### config.mk
export PLATFORM = sky130hd
export DESIGN_NAME = rrip_victim_select_flat
export DESIGN_NICKNAME = d
export VERILOG_FILES = /design/src/rtl/mips_core_pkg.sv /design/src/rtl/rrip_victim_select_if.sv /design/src/rtl/rrip_way_select.sv /design/src/rtl/rrip_victim_select.sv /design/src/flat_wrapper.sv
export SDC_FILE = /design/constraint.sdc
export NUM_CORES = 1
export LEC_CHECK = 0
export BUFFER_PORTS_ARGS = -buffer_cell sky130_fd_sc_hd__buf_2
export CAP_MARGIN = 20
export CORE_MARGIN = 5
export CORE_UTILIZATION = 40
export CTS_BUF_LIST = sky130_fd_sc_hd__clkbuf_8
export DETAILED_ROUTE_END_ITERATION = 8
export MAX_ROUTING_LAYER = met4
export SLEW_MARGIN = 20
export SYNTH_ARGS = -nofsm -noshare
export SYNTH_HDL_FRONTEND = slang
export SYNTH_HIERARCHICAL = 1
export SYNTH_SLANG_ARGS = --single-unit
### constraint.sdc
create_clock -name clk -period 3.9 [get_ports clk]
set_clock_uncertainty 0.05 [all_clocks]
set_input_delay 0 -clock clk [delete_from_list [all_inputs] [get_ports clk]]
set_output_delay 0 -clock clk [all_outputs]
set_load 0.01 [all_outputs]
### src/rtl/mips_core_pkg.sv
// mips_core_pkg: RRIP FSM states and RRPV constants shared by the replacement block and the SHiP predictor.
package mips_core_pkg;
  typedef enum logic [1:0] {IDLE, SCAN, DONE} rrip_state_t;
  function automatic int rrpv_distant(input int m);
    return (1 << m) - 1;
  endfunction
  function automatic int rrpv_long(input int m);
    return (1 << m) - 2;
  endfunction
  function automatic int rrpv_immediate(input int m);
    return (m > 0) ? 0 : 0;
  endfunction
endpackage

### src/rtl/rrip_victim_select_if.sv
// rrip_victim_select_if: victim request/response handshake plus hit/fill update ports of the RRIP array.
interface rrip_victim_select_if #(
  parameter int INDEX_WIDTH = 4,
  parameter int SET_SIZE = 2,
  parameter int M = 2
);
  logic halt;
  logic req_valid;
  logic [INDEX_WIDTH-1:0] req_index;
  logic req_ready;
  logic victim_valid;
  logic [SET_SIZE-1:0] victim_way;
  logic victim_ack;
  logic hit;
  logic [INDEX_WIDTH-1:0] hit_index;
  logic [SET_SIZE-1:0] hit_way;
  logic fill;
  logic [INDEX_WIDTH-1:0] fill_index;
  logic [SET_SIZE-1:0] fill_way;
  logic [M-1:0] fill_rrpv;
  modport master (
    output halt, req_valid, req_index, victim_ack, hit, hit_index, hit_way,
           fill, fill_index, fill_way, fill_rrpv,
    input  req_ready, victim_valid, victim_way
  );
  modport slave (
    input  halt, req_valid, req_index, victim_ack, hit, hit_index, hit_way,
           fill, fill_index, fill_way, fill_rrpv,
    output req_ready, victim_valid, victim_way
  );
endinterface

### src/rtl/rrip_way_select.sv
// rrip_way_select: combinational find-first of a DISTANT RRPV across the ways of one set; lowest way wins.
module rrip_way_select
  import mips_core_pkg::*;
#(
  parameter int ASSOCIATIVITY = 4,
  parameter int SET_SIZE = $clog2(ASSOCIATIVITY),
  parameter int M = 2
) (
  input  logic [M-1:0]        rrpv_i [ASSOCIATIVITY],
  output logic                found_o,
  output logic [SET_SIZE-1:0] way_o
);
  localparam logic [M-1:0] DISTANT = M'(rrpv_distant(M));
  always_comb begin
    found_o = 1'b0;
    way_o = '0;
    for (int i = ASSOCIATIVITY - 1; i >= 0; i--) begin
      if (rrpv_i[i] == DISTANT) begin
        found_o = 1'b1;
        way_o = SET_SIZE'(i);
      end
    end
  end
endmodule

### src/rtl/rrip_victim_select.sv
// rrip_victim_select: per-set RRPV array with hit/fill updates and a multi-cycle aging victim scan.
// Define RRIP_FP_EN for frequency-priority hit promotion (decrement) instead of hit-priority (reset to IMMEDIATE).
module rrip_victim_select
  import mips_core_pkg::*;
#(
  parameter int ASSOCIATIVITY = 4,
  parameter int SET_SIZE = $clog2(ASSOCIATIVITY),
  parameter int INDEX_WIDTH = 4,
  parameter int DEPTH = 2**INDEX_WIDTH,
  parameter int M = 2
) (
  input logic clk,
  input logic rst,
  rrip_victim_select_if.slave bus
);
  localparam logic [M-1:0] DISTANT = M'(rrpv_distant(M));
  localparam logic [M-1:0] IMMEDIATE = M'(rrpv_immediate(M));
  rrip_state_t state_q;
  logic [INDEX_WIDTH-1:0] scan_index_q;
  logic [SET_SIZE-1:0] victim_way_q, found_way;
  logic victim_valid_q, found, age;
  logic [M-1:0] rrpv_q [ASSOCIATIVITY][DEPTH];
  logic [M-1:0] rrpv_d [ASSOCIATIVITY][DEPTH];
  logic [M-1:0] scan_set [ASSOCIATIVITY];
  assign age = (state_q == SCAN) && !found;
  for (genvar w = 0; w < ASSOCIATIVITY; w++) begin : g_way
    assign scan_set[w] = rrpv_q[w][scan_index_q];
    for (genvar s = 0; s < DEPTH; s++) begin : g_set
      logic [M-1:0] cur, hit_val;
      logic fill_hit, hit_hit;
      assign cur = rrpv_q[w][s];
`ifdef RRIP_FP_EN
      assign hit_val = (cur == IMMEDIATE) ? IMMEDIATE : cur - 1'b1;
`else
      assign hit_val = IMMEDIATE;
`endif
      assign fill_hit = bus.fill && bus.fill_way == SET_SIZE'(w) && bus.fill_index == INDEX_WIDTH'(s);
      assign hit_hit = bus.hit && bus.hit_way == SET_SIZE'(w) && bus.hit_index == INDEX_WIDTH'(s);
      // fill beats hit beats aging, so untargeted ways of the scanned set still age
      assign rrpv_d[w][s] = fill_hit ? bus.fill_rrpv :
                            hit_hit ? hit_val :
                            (age && scan_index_q == INDEX_WIDTH'(s)) ? cur + 1'b1 : cur;
    end
  end
  rrip_way_select #(
    .ASSOCIATIVITY(ASSOCIATIVITY),
    .SET_SIZE(SET_SIZE),
    .M(M)
  ) u_sel (
    .rrpv_i(scan_set),
    .found_o(found),
    .way_o(found_way)
  );
  // DONE spends one cycle presenting the registered way before raising valid
  always_ff @(posedge clk) begin
    if (rst) begin
      state_q <= IDLE;
      scan_index_q <= '0;
      victim_way_q <= '0;
      victim_valid_q <= 1'b0;
      for (int w = 0; w < ASSOCIATIVITY; w++)
        for (int s = 0; s < DEPTH; s++)
          rrpv_q[w][s] <= DISTANT;
    end else if (!bus.halt) begin
      for (int w = 0; w < ASSOCIATIVITY; w++)
        for (int s = 0; s < DEPTH; s++)
          rrpv_q[w][s] <= rrpv_d[w][s];
      case (state_q)
        IDLE: if (bus.req_valid) begin
          scan_index_q <= bus.req_index;
          state_q <= SCAN;
        end
        SCAN: if (found) begin
          victim_way_q <= found_way;
          state_q <= DONE;
        end
        DONE: if (!victim_valid_q) victim_valid_q <= 1'b1;
          else if (bus.victim_ack) begin
            victim_valid_q <= 1'b0;
            state_q <= IDLE;
          end
        default: state_q <= IDLE;
      endcase
    end
  end
  assign bus.req_ready = state_q == IDLE;
  assign bus.victim_valid = victim_valid_q;
  assign bus.victim_way = victim_way_q;
endmodule

### src/flat_wrapper.sv
// flat-port wrapper written by rule: the top's interface ports become plain ports
module rrip_victim_select_flat import mips_core_pkg::*;
#(
  parameter int ASSOCIATIVITY = 4,
  parameter int SET_SIZE = $clog2(ASSOCIATIVITY),
  parameter int INDEX_WIDTH = 4,
  parameter int DEPTH = 2**INDEX_WIDTH,
  parameter int M = 2
)
  (clk, rst, bus_halt, bus_req_valid, bus_req_index, bus_victim_ack, bus_hit, bus_hit_index, bus_hit_way, bus_fill, bus_fill_index, bus_fill_way, bus_fill_rrpv, bus_req_ready, bus_victim_valid, bus_victim_way);
  rrip_victim_select_if #(.INDEX_WIDTH(INDEX_WIDTH), .SET_SIZE(SET_SIZE), .M(M)) bus_i ();
  input logic clk;
  input logic rst;
  input wire logic [$bits(bus_i.halt)-1:0] bus_halt;
  input wire logic [$bits(bus_i.req_valid)-1:0] bus_req_valid;
  input wire logic [$bits(bus_i.req_index)-1:0] bus_req_index;
  input wire logic [$bits(bus_i.victim_ack)-1:0] bus_victim_ack;
  input wire logic [$bits(bus_i.hit)-1:0] bus_hit;
  input wire logic [$bits(bus_i.hit_index)-1:0] bus_hit_index;
  input wire logic [$bits(bus_i.hit_way)-1:0] bus_hit_way;
  input wire logic [$bits(bus_i.fill)-1:0] bus_fill;
  input wire logic [$bits(bus_i.fill_index)-1:0] bus_fill_index;
  input wire logic [$bits(bus_i.fill_way)-1:0] bus_fill_way;
  input wire logic [$bits(bus_i.fill_rrpv)-1:0] bus_fill_rrpv;
  output wire logic [$bits(bus_i.req_ready)-1:0] bus_req_ready;
  output wire logic [$bits(bus_i.victim_valid)-1:0] bus_victim_valid;
  output wire logic [$bits(bus_i.victim_way)-1:0] bus_victim_way;
  assign bus_i.halt = bus_halt;
  assign bus_i.req_valid = bus_req_valid;
  assign bus_i.req_index = bus_req_index;
  assign bus_i.victim_ack = bus_victim_ack;
  assign bus_i.hit = bus_hit;
  assign bus_i.hit_index = bus_hit_index;
  assign bus_i.hit_way = bus_hit_way;
  assign bus_i.fill = bus_fill;
  assign bus_i.fill_index = bus_fill_index;
  assign bus_i.fill_way = bus_fill_way;
  assign bus_i.fill_rrpv = bus_fill_rrpv;
  assign bus_req_ready = bus_i.req_ready;
  assign bus_victim_valid = bus_i.victim_valid;
  assign bus_victim_way = bus_i.victim_way;
  rrip_victim_select #(.ASSOCIATIVITY(ASSOCIATIVITY), .SET_SIZE(SET_SIZE), .INDEX_WIDTH(INDEX_WIDTH), .DEPTH(DEPTH), .M(M)) u_core (.clk(clk), .rst(rst), .bus(bus_i));
endmodule
==> results of run 1 <==
## area by class of cell
| class | instances | area share, % |
|---|---|---|
| timing repair buffer | 62 | 4.376 |
| multi-input combinational | 623 | 48.81 |
| inverter | 40 | 1.419 |
| sequential | 137 | 38.06 |
| tap | 324 | 3.832 |
| clock inverter | 12 | 0.9106 |
| clock buffer | 20 | 2.602 |
## registers in the layout, summed over array words and instances (netlist names)
name and cells:
u_core/bus.victim_valid 1, u_core/rrpv_q 128, u_core/state_q 2, u_core/bus.victim_way 2, u_core/scan_index_q 4
## path summary, 6_finish.rpt
| check | depth (start not counted) | startpoint | slack, ns | endpoint |
|---|---|---|---|---|
| setup / recovery | 10 | u_core/scan_index_q[1] | 0.30 | u_core/rrpv_q[3][5] |
| hold / removal | 4 | bus_hit | 0.27 | u_core/rrpv_q[2][14] |
| setup reg to reg | 10 | u_core/scan_index_q[1] | 0.30 | u_core/rrpv_q[3][5] |
| hold reg to reg | 2 | u_core/bus.victim_way[1] | 0.47 | u_core/bus.victim_way[1] |
## where the power goes
group          switching [W]  total [W]  internal [W]
Combinational       0.000384   0.000623      0.000240
Clock               0.000594    0.00115      0.000552
Sequential         0.0000893    0.00180       0.00171
## critical path: cells and delay by family (launching register included)
kind | cells | cell delay [ns]
buffers and inverters | 2 | 0.59
DFF | 1 | 0.62
muxes | 1 | 0.53
and+or+nand+nor | 3 | 0.63
AOI/OAI and AO/OA | 4 | 0.86
## kinds of logic after synthesis
kind of cell | count (synthesis)
AND/OR/NAND/NOR | 147
buffers and inverters | 152
multiplexers | 38
XOR/XNOR | 64
AO/OA/AOI/OAI | 374
flip-flops | 137
## synth_stat cells (7+ instances only)
cell type / n
sky130_fd_sc_hd__or4b_1: 7
sky130_fd_sc_hd__nor4b_4: 7
sky130_fd_sc_hd__nor2_1: 48
sky130_fd_sc_hd__a221o_1: 78
sky130_fd_sc_hd__and4bb_2: 10
sky130_fd_sc_hd__a22oi_1: 76
sky130_fd_sc_hd__o21ai_0: 42
sky130_fd_sc_hd__inv_1: 40
sky130_fd_sc_hd__a22o_1: 7
sky130_fd_sc_hd__nand4bb_1: 8
sky130_fd_sc_hd__clkbuf_1: 59
sky130_fd_sc_hd__nand2_1: 11
sky130_fd_sc_hd__mux4_2: 32
sky130_fd_sc_hd__o22ai_1: 18
sky130_fd_sc_hd__buf_1: 7
sky130_fd_sc_hd__edfxtp_1: 128
sky130_fd_sc_hd__dfxtp_1: 9
sky130_fd_sc_hd__xor2_1: 39
sky130_fd_sc_hd__o21ai_1: 9
sky130_fd_sc_hd__a21oi_1: 77
sky130_fd_sc_hd__xnor2_1: 25
sky130_fd_sc_hd__and4b_1: 8
sky130_fd_sc_hd__a31oi_1: 58
sky130_fd_sc_hd__buf_2: 38
## per-layer routing
| layer | routed length [µm] | vias to the layer above | global-route usage (%) |
|---|---|---|---|
| met5 | 0 | - | - |
| met4 | 922 | 0 | 7.720 |
| met3 | 3607 | 76 | 5.641 |
| met2 | 14000 | 636 | 32.43 |
| met1 | 13640 | 4158 | 32.58 |
| li1 | - | 3631 | - |
## stage by stage
stage,total power (W),hold WS (ns),utilization (%)
detailed placement,0.002423,0.1925,41.52
floorplan,0.002236,0.09722,-
finish,0.003568,0.2653,43.63
CTS,0.003560,0.2015,43.55
global route,0.003694,0.2641,43.63
global placement,0.002420,0.1972,41.52
==> out/qor_table.md, run 1 <==
| Metric | This run |
| --- | --- |
| Compound-cell area share of the yosys netlist | 26.75% |
| Static power due to leakage | 3.248 nW |
| Post-synthesis cell count | 912 |
| # diodes | 0 |
| Synth area leaders | sky130_fd_sc_hd__edfxtp_1, sky130_fd_sc_hd__a221o_1, sky130_fd_sc_hd__mux4_2 |
| Count of placed standard cells including taps | 1173 |
| Slew Limit Headroom | 24.36% |
| Final HPWL from detailed placement | 20.48 mm |
| Cell Area, Placed | 10070 µm² |
| Height of the chip | 166.8 µm |
| Synthesis Warnings | 6 |
| Cell-by-cell listing of the critical path | buf_4, mux4_2, a22oi_1, nand2_1, a22oi_2, nand2_1, nor4bb_2, buf_4, a21oi_1, a21oi_1 |
| Synthesized area divided by synthesized cell count | 10.78 µm² |
| Post-route fraction of the period consumed by the critical path | 92.38% |
| Fillcell total | 2319 |
| Number of global-route vias before repair | 7912 |
| Leading cell type in the layout, fill and taps excluded | sky130_fd_sc_hd__edfxtp_1 |
| Syn_nets | 937 |
| Min-Delay Path Class | input port to flip-flop |
| CTS Root Buffer Type | sky130_fd_sc_hd__clkbuf_8 |
| Hold violation count in the final report | 0 |
| Post-route cell area | 10580 µm² |
| NumNets Final | 906 |
| Run status | complete, no violations |
| Global-route wire length before repair | 48.47 mm |
| Clock tree from TritonCTS | built |
| Power Dens Cells | 337.3 nW/µm² |
| Clock transition at the registers of the reported paths | 0.08 ns |
| H-Tree Depth | 4 |
| Sequential cell area | 4026 µm² |
| Setup repair after global routing missed its margin | false |
| Area share of fa/ha/maj cells after synthesis | 0% |
| Clock buffer depth | 2 |
| Commonest cells after routing, fill and taps aside | sky130_fd_sc_hd__edfxtp_1, sky130_fd_sc_hd__a221o_1, sky130_fd_sc_hd__a21oi_1 |
| Antenna-violating nets left | 0 |
| Number of cell rows | 57 |
| Standard cell with the maximum stage delay on the critical path | sky130_fd_sc_hd__dfxtp_2 |
| Sequential cell area fraction in the yosys report | 40.94% |
| Synth top area share | 39.11% |
| Setup Viol. Count Final | 0 |
| Slew at the pin closest to its max-slew limit | 1.135 ns |
| Final number of max-transition violations | 0 |
| Routed wire length per instance | 26.41 µm |
| Highest cell delay on the worst timing path | 0.62 ns |
| Max VDD drop | 224.2 µV |
| Residual DRC count | 0 |
| Number of vias in the routed layout | 8501 |
| Antenna violations before repair | 0 |
| Kind of capture point of the worst setup path | flip-flop |
| Flops & latches, synth | 137 |
| Post-synthesis xor/xnor area fraction | 5.703% |
| Dominant cell type by area after synthesis | sky130_fd_sc_hd__edfxtp_1 |
| Initial DRC count | 1397 |
| First-pass iteration count of the detailed router | 8 |
| Worst setup SP type | flip-flop |
| Arr. time, crit path | 3.70 ns |
| Count of flip-flops with a built-in enable after synthesis | 128 |
| Post-CTS repair timing setup buffer count | 0 |
| Post-synthesis instance area | 9828 µm² |
| Clock sink count | 137 |
| Standard cell core area | 24250 µm² |
| Initial standard-cell utilization of the core | 40.53% |
| Class of the most critical setup path | flip-flop to flip-flop |
| Final Instance Count excl. Fillers | 1218 |
| Total wire length | 32.17 mm |
| Yosys cell types | 51 |
| Final-layout setup total negative slack | 0 ns |
| Global route overflow | 0 |
| Insertion delay of the later-clocked pin in the worst-skew pair | 0.47 ns |
| Share of synthesized cell area in and, or, nand and nor gates | 11.83% |
| Fraction of synthesis flops using an asynchronous set or reset pin | 0% |
| Overall die width | 166.8 µm |
| Share of layout cells above drive strength 1 | 16.89% |
| Data required time at the worst endpoint | 4.00 ns |
| Most frequently used flop master after synthesis | sky130_fd_sc_hd__edfxtp_1 |
| Area taken by multi-input logic gates | 5164 µm² |
| Worst setup slack before clock tree synthesis | 0.3767 ns |
| Floorplan die area | 27810 µm² |
| Max capacitance violation total | 0 |
| Multiplexer share of the synthesized area | 7.944% |
| Total CTS buffers | 17 |
| Dominant combinational cell family by area after synthesis | compound AO/OA/AOI/OAI gates |
| Largest net degree at the start of global routing | 67 |
| Count of buffers from port buffering | 28 |
| Number of gates resized after cts | 0 |
| Clock period minus worst slack | 3.603 ns |
| Via density | 6.979 |
| P&R area growth vs syn | 7.651% |
| CP max FO | 21 |
| Worst Slack Setup Final | 0.2971 ns |
| Last weighted congestion value of the routability-driven placer | 0.8923 |
| Total I/O pin count | 29 |
| Total global routing track utilization | 23.02% |
| Peak Freq | 277.6 MHz |
| Number of buffers inserted for hold repair after clock tree synthesis | 12 |
(Power assumes the default switching activity.)
==> run 2, diff against run 1 <==
--- a/config.mk
+++ b/config.mk
@@ -5,6 +5,7 @@
 export SDC_FILE = /design/constraint.sdc
 export NUM_CORES = 1
 export LEC_CHECK = 0
+export ABC_CLOCK_PERIOD_IN_PS = 3900
 export BUFFER_PORTS_ARGS = -buffer_cell sky130_fd_sc_hd__buf_2
 export CAP_MARGIN = 20
 export CORE_MARGIN = 5
@@ -12,6 +13,7 @@
 export CTS_BUF_LIST = sky130_fd_sc_hd__clkbuf_8
 export DETAILED_ROUTE_END_ITERATION = 8
 export MAX_ROUTING_LAYER = met4
+export PLACE_DENSITY = 0.52
 export SLEW_MARGIN = 20
 export SYNTH_ARGS = -nofsm -noshare
 export SYNTH_HDL_FRONTEND = slang
==> out/qor_table.md, run 2 (synthesis results as in run 1) <==
| Metric | This run |
| --- | --- |
| P&R area growth vs syn | 8.491% |
| Leading cell type in the layout, fill and taps excluded | sky130_fd_sc_hd__edfxtp_1 |
| Hold violation count in the final report | 0 |
| Source of the worst register-to-register timing path | u_core/scan_index_q[0] |
| Height of the chip | 166.8 µm |
| Hold Crit Depth | 3 |
| Number of global-route vias before repair | 8546 |
| # diodes | 0 |
| Final HPWL from detailed placement | 21.74 mm |
| Min-Delay Path Class | input port to flip-flop |
| Final-layout setup total negative slack | 0 ns |
| Buf/Inv on CP | 3 |
| Overall die width | 166.8 µm |
| Insertion delay of the later-clocked pin in the worst-skew pair | 0.46 ns |
| Power Dens Cells | 342.0 nW/µm² |
| CTS Root Buffer Type | sky130_fd_sc_hd__clkbuf_8 |
| Total I/O pin count | 29 |
| Via density | 6.996 |
| Largest registers ranked by flip-flop count | u_core/rrpv_q: 128 flops, u_core/scan_index_q: 4 flops |
| Kind of cell with the highest combined delay on the critical path | compound AO/OA/AOI/OAI gates |
| Last weighted congestion value of the routability-driven placer | 0.8767 |
| Setup repair after global routing missed its margin | false |
| Setup slack of the worst register-to-register path | 0.18 ns |
| Max capacitance violation total | 0 |
| Final number of max-transition violations | 0 |
| Number of vias in the routed layout | 8577 |
| Number of cell rows | 57 |
| Arr. time, crit path | 3.82 ns |
| Routed wire length per instance | 27.69 µm |
| Critical hold path startpoint | bus_fill_rrpv[0] |
| Cells on worst reg2reg path | 11 |
| Kind of capture point of the worst setup path | flip-flop |
| Largest net degree at the start of global routing | 85 |
| Worst-case hold slack | 0.3112 ns |
| Worst hold endpoint | u_core/rrpv_q[0][16] |
| Peak Freq | 268.9 MHz |
| Highest cell delay on the worst timing path | 0.57 ns |
| Share of layout cells above drive strength 1 | 16.63% |
| Post-route fraction of the period consumed by the critical path | 95.35% |
| Floorplan die area | 27810 µm² |
| Total global routing track utilization | 24.47% |
| Residual DRC count | 0 |
| First-pass iteration count of the detailed router | 6 |
| Register with the most flip-flops | u_core/rrpv_q |
| Fillcell total | 2296 |
| CP max FO | 12 |
| Standard cell with the maximum stage delay on the critical path | sky130_fd_sc_hd__mux4_2 |
| Standard cell core area | 24250 µm² |
| Cell-by-cell listing of the critical path | buf_12, mux4_2, a22oi_1, nand2_1, a22oi_2, nand2_1, buf_4, nor4b_4, buf_4, a31oi_1, a21oi_1 |
| Run status | complete, no violations |
| Clock transition at the registers of the reported paths | 0.08 ns |
| H-Tree Depth | 4 |
| Data required time at the worst endpoint | 4.00 ns |
| NumNets Final | 914 |
| Area taken by multi-input logic gates | 5171 µm² |
| Clock sink count | 137 |
| Clock tree from TritonCTS | built |
| Antenna violations before repair | 0 |
| Clock buffer depth | 2 |
| Total wire length | 33.95 mm |
| Initial DRC count | 1335 |
| Slew at the pin closest to its max-slew limit | 1.152 ns |
| Static power due to leakage | 3.273 nW |
| Antenna-violating nets left | 0 |
| Commonest cells after routing, fill and taps aside | sky130_fd_sc_hd__edfxtp_1, sky130_fd_sc_hd__a221o_1, sky130_fd_sc_hd__a21oi_1 |
| Count of buffers from port buffering | 28 |
| Clock period minus worst slack | 3.719 ns |
| Total CTS buffers | 17 |
| Number of flip-flops in the largest register | 128 |
| Utilization of the core after routing | 43.97% |
| Initial standard-cell utilization of the core | 40.53% |
| Setup Viol. Count Final | 0 |
| Class of the most critical setup path | flip-flop to flip-flop |
| Sequential cell area | 4029 µm² |
| Global route overflow | 0 |
| Post-CTS repair timing setup buffer count | 0 |
| Global-route wire length before repair | 51.44 mm |
| Max VDD drop | 181.3 µV |
| Slew Limit Headroom | 22.98% |
| Worst setup SP type | flip-flop |
| Reg2Reg Capture Point | u_core/rrpv_q[0][27] |
run 2: layer usage:
metal / GRT usage, % / vias up / wire length, µm
met3: 4.930 / 94 / 3133
met1: 32.42 / 4257 / 14160
met4: 10.35 / 0 / 1307
met5: - / - / 0
met2: 36.78 / 579 / 15350
li1: - / 3647 / -
run 2: power by group:
group          switching (W)  internal [W]
Combinational       0.000404      0.000249
Sequential         0.0000844       0.00171
Clock               0.000588      0.000611
Total                0.00108       0.00257
run 2: final cells by class:
type,count,share of cell area [%]
clock buffer,17,2.194
tap,324,3.802
inverter,40,1.408
multi-input combinational,623,48.50
timing repair buffer,70,4.952
sequential,137,37.78
clock inverter,15,1.361
run 2: tightest hold or removal path, delay by kind of cell:
| family | cells | cell delay (ns) |
|---|---|---|
| buffers and inverters | 1 | 0.32 |
| AOI/OAI and AO/OA | 2 | 0.31 |
run 2: worst max-delay path by stage:
| stage | startpoint | slack, ns | end | cells past startpoint |
|---|---|---|---|---|
| 6_report | u_core/scan_index_q[0] | 0.18 | u_core/rrpv_q[0][27] | 11 |
| 5_1_grt | u_core/scan_index_q[0] | 0.02 | u_core/rrpv_q[3][17] | 10 |
| 4_1_cts | u_core/scan_index_q[1] | 0.24 | u_core/rrpv_q[0][26] | 11 |
| 3_5_place_dp | u_core/scan_index_q[1] | 0.25 | u_core/rrpv_q[1][27] | 11 |
| 3_3_place_gp | u_core/scan_index_q[1] | 0.26 | u_core/rrpv_q[1][26] | 11 |
| 2_1_floorplan | u_core/scan_index_q[0] | 0.78 | u_core/rrpv_q[0][24] | 11 |
run 2: metrics by stage:
| stage | instances | instance area [µm²] | total power [W] | setup slack, ns |
|---|---|---|---|---|
| after detailed placement | 1178 | 10110 | 0.002442 | 0.2542 |
| after floorplan | 912 | 9828 | 0.002236 | 0.7754 |
| after global routing | 1226 | 10660 | 0.003766 | 0.01813 |
| final | 1226 | 10660 | 0.003646 | 0.1814 |
| after CTS | 1226 | 10650 | 0.003640 | 0.2429 |
| after global placement | 1177 | 10090 | 0.002423 | 0.2565 |
run 2: repair_timing:
action / CTS / global route
endpoints found under the setup margin: 0 / 53
gates resized for setup: 0 / 2
endpoints found under the hold margin: 9 / 0
hold buffers: 16 / 0
==> run 3, diff against run 2 <==
--- a/config.mk
+++ b/config.mk
@@ -14,6 +14,7 @@
 export DETAILED_ROUTE_END_ITERATION = 8
 export MAX_ROUTING_LAYER = met4
 export PLACE_DENSITY = 0.52
+export RECOVER_POWER = 50
 export SLEW_MARGIN = 20
 export SYNTH_ARGS = -nofsm -noshare
 export SYNTH_HDL_FRONTEND = slang
==> out/qor_table.md, run 3 (synthesis results as in run 1) <==
| Metric | This run |
| --- | --- |
| Clock buffer depth | 2 |
| Number of vias in the routed layout | 8530 |
| Number of cell rows | 57 |
| Routed wire length per instance | 27.68 µm |
| # diodes | 0 |
| Utilization of the core after routing | 43.89% |
| Highest cell delay on the worst timing path | 0.56 ns |
| Arr. time, crit path | 3.78 ns |
| Total CTS buffers | 17 |
| Hold violation count in the final report | 0 |
| Post-CTS repair timing setup buffer count | 0 |
| Failing checks | capacitance limit, slew limit |
| Largest registers ranked by flip-flop count | u_core/rrpv_q: 128 flops, u_core/scan_index_q: 4 flops |
| Initial DRC count | 1360 |
| Antenna violations before repair | 0 |
| Post-route fraction of the period consumed by the critical path | 94.46% |
| Clock period minus worst slack | 3.684 ns |
| Number of global-route vias before repair | 8546 |
| Floorplan die area | 27810 µm² |
| Run status | finished with violations |
| Crit path launch | u_core/scan_index_q[0] |
| Standard cell core area | 24250 µm² |
| Residual DRC count | 0 |
| Net switching power | 0.001076 W |
| Class of the most critical setup path | flip-flop to flip-flop |
| Clock sink count | 137 |
| Via density | 6.958 |
| Count of buffers from port buffering | 28 |
| Worst setup SP type | flip-flop |
| Insertion delay of the later-clocked pin in the worst-skew pair | 0.46 ns |
| Commonest cells after routing, fill and taps aside | sky130_fd_sc_hd__edfxtp_1, sky130_fd_sc_hd__a221o_1, sky130_fd_sc_hd__a21oi_1 |
| Overall die width | 166.8 µm |
| Largest net degree at the start of global routing | 85 |
| Share of layout cells above drive strength 1 | 15.74% |
| Worst-case hold slack | 0.3126 ns |
| Global-route wire length before repair | 51.44 mm |
| Kind of capture point of the worst setup path | flip-flop |
| Antenna-violating nets left | 0 |
| Number of flip-flops in the largest register | 128 |
| Min-Delay Path Class | input port to flip-flop |
| Combinational share of power | 17.9% |
| Source of the worst register-to-register timing path | u_core/scan_index_q[0] |
| First-pass iteration count of the detailed router | 9 |
| Slew Limit Headroom | -6.198% |
| Last weighted congestion value of the routability-driven placer | 0.8767 |
| Fillcell total | 2303 |
| Part of the total power dissipated in sequential elements | 49.2% |
| Power Dens Cells | 342.5 nW/µm² |
| Final HPWL from detailed placement | 21.74 mm |
| Max VDD drop | 184.9 µV |
| Setup Viol. Count Final | 0 |
| Critical hold path startpoint | bus_fill_rrpv[0] |
| Total global routing track utilization | 24.47% |
| Slew at the pin closest to its max-slew limit | 1.593 ns |
| Register with the most flip-flops | u_core/rrpv_q |
| Cell-by-cell listing of the critical path | buf_12, mux4_2, a22oi_1, nand2_1, a22oi_2, nand2_1, buf_4, nor4b_4, buf_4, a31oi_1, a21oi_1 |
| CTS Root Buffer Type | sky130_fd_sc_hd__clkbuf_8 |
| Max capacitance violation total | 1 |
| CP max FO | 12 |
| Initial standard-cell utilization of the core | 40.53% |
| Standard cell with the maximum stage delay on the critical path | sky130_fd_sc_hd__mux4_2 |
| Clock transition at the registers of the reported paths | 0.08 ns |
| Total wire length | 33.93 mm |
| NumNets Final | 914 |
| Peak Freq | 271.5 MHz |
| Static power due to leakage | 3.247 nW |
| Data required time at the worst endpoint | 4.00 ns |
| Leading cell type in the layout, fill and taps excluded | sky130_fd_sc_hd__edfxtp_1 |
| Clock network fraction of total power | 32.9% |
| Setup repair after global routing missed its margin | false |
| Final number of max-transition violations | 35 |
| Height of the chip | 166.8 µm |
| P&R area growth vs syn | 8.288% |
| Clock tree from TritonCTS | built |
| Total I/O pin count | 29 |
| Global route overflow | 0 |
| Total internal power | 0.002569 W |
| H-Tree Depth | 4 |
| Switching share of total power | 29.51% |
| Final-layout setup total negative slack | 0 ns |
[run 3: cell types whose count changed in the layout (fill, tap and decap cells not counted)]
cell / before / now
sky130_fd_sc_hd__o21ai_0: 42 / 51
sky130_fd_sc_hd__clkbuf_1: 0 / 7
sky130_fd_sc_hd__nor4b_1: 0 / 1
sky130_fd_sc_hd__o21ai_1: 9 / 0
sky130_fd_sc_hd__buf_2: 28 / 23
sky130_fd_sc_hd__nor4b_2: 3 / 2
sky130_fd_sc_hd__buf_4: 23 / 21
[run 3: cell type report]
class                           count  area, µm²  share of cell area [%]
Clock buffer                       17      234.0                   2.198
Multi-Input combinational cell    623       5165                   48.53
Inverter                           40      150.1                   1.411
Sequential cell                   137       4029                   37.86
Tap cell                          324      405.4                   3.809
Timing Repair Buffer               70      514.2                   4.832
Clock inverter                     15      145.1                   1.364
[run 3: repair_timing]
| action | CTS | global route |
|---|---|---|
| gates resized for setup | 0 | 2 |
| setup endpoints to repair | 0 | 53 |
| hold buffers | 16 | 0 |
| hold endpoints to repair | 9 | 0 |
[run 3: per-layer routing]
layer / GRT usage [%] / share of wire, % / up-vias
li1: - / - / 3644
met1: 32.42 / 41 / 4208
met2: 36.78 / 45 / 584
met3: 4.930 / 9.9 / 94
met4: 10.35 / 3.8 / 0
met5: - / 0 / -
[run 3: final timing paths]
kind	end	slack [ns]	cells after the start
hold / removal	u_core/rrpv_q[3][28]	0.31	3
hold reg to reg	u_core/bus.victim_way[0]	0.46	2
setup reg to reg	u_core/rrpv_q[0][27]	0.22	11
setup / recovery	u_core/rrpv_q[0][27]	0.22	11
[run 3: critical path, delay by kind of cell, from the launching register on]
family,cells,cell delay (ns)
and+or+nand+nor,3,0.51
DFF,1,0.53
buffers and inverters,3,0.58
AOI/OAI and AO/OA,4,1.14
muxes,1,0.56
[run 3: power by group through the flow]
stage / sequential (W) / clock, W / combinational [W]
6_report: 0.00179 / 0.00120 / 0.000652
5_1_grt: 0.00180 / 0.00127 / 0.000691
4_1_cts: 0.00179 / 0.00121 / 0.000635
3_5_place_dp: 0.00183 / 0 / 0.000617
3_3_place_gp: 0.00182 / 0 / 0.000599
2_1_floorplan: 0.00178 / 0 / 0.000454
[run 3: through the flow]
step           instances  power (W)  instance area, µm²  setup slack (ns)
2_1_floorplan        912   0.002236                9828            0.7754
5_1_grt             1226   0.003764               10640           0.01806
3_5_place_dp        1178   0.002442               10110            0.2542
3_3_place_gp        1177   0.002423               10090            0.2565
4_1_cts             1226   0.003640               10650            0.2429
6_report            1226   0.003645               10640            0.2161
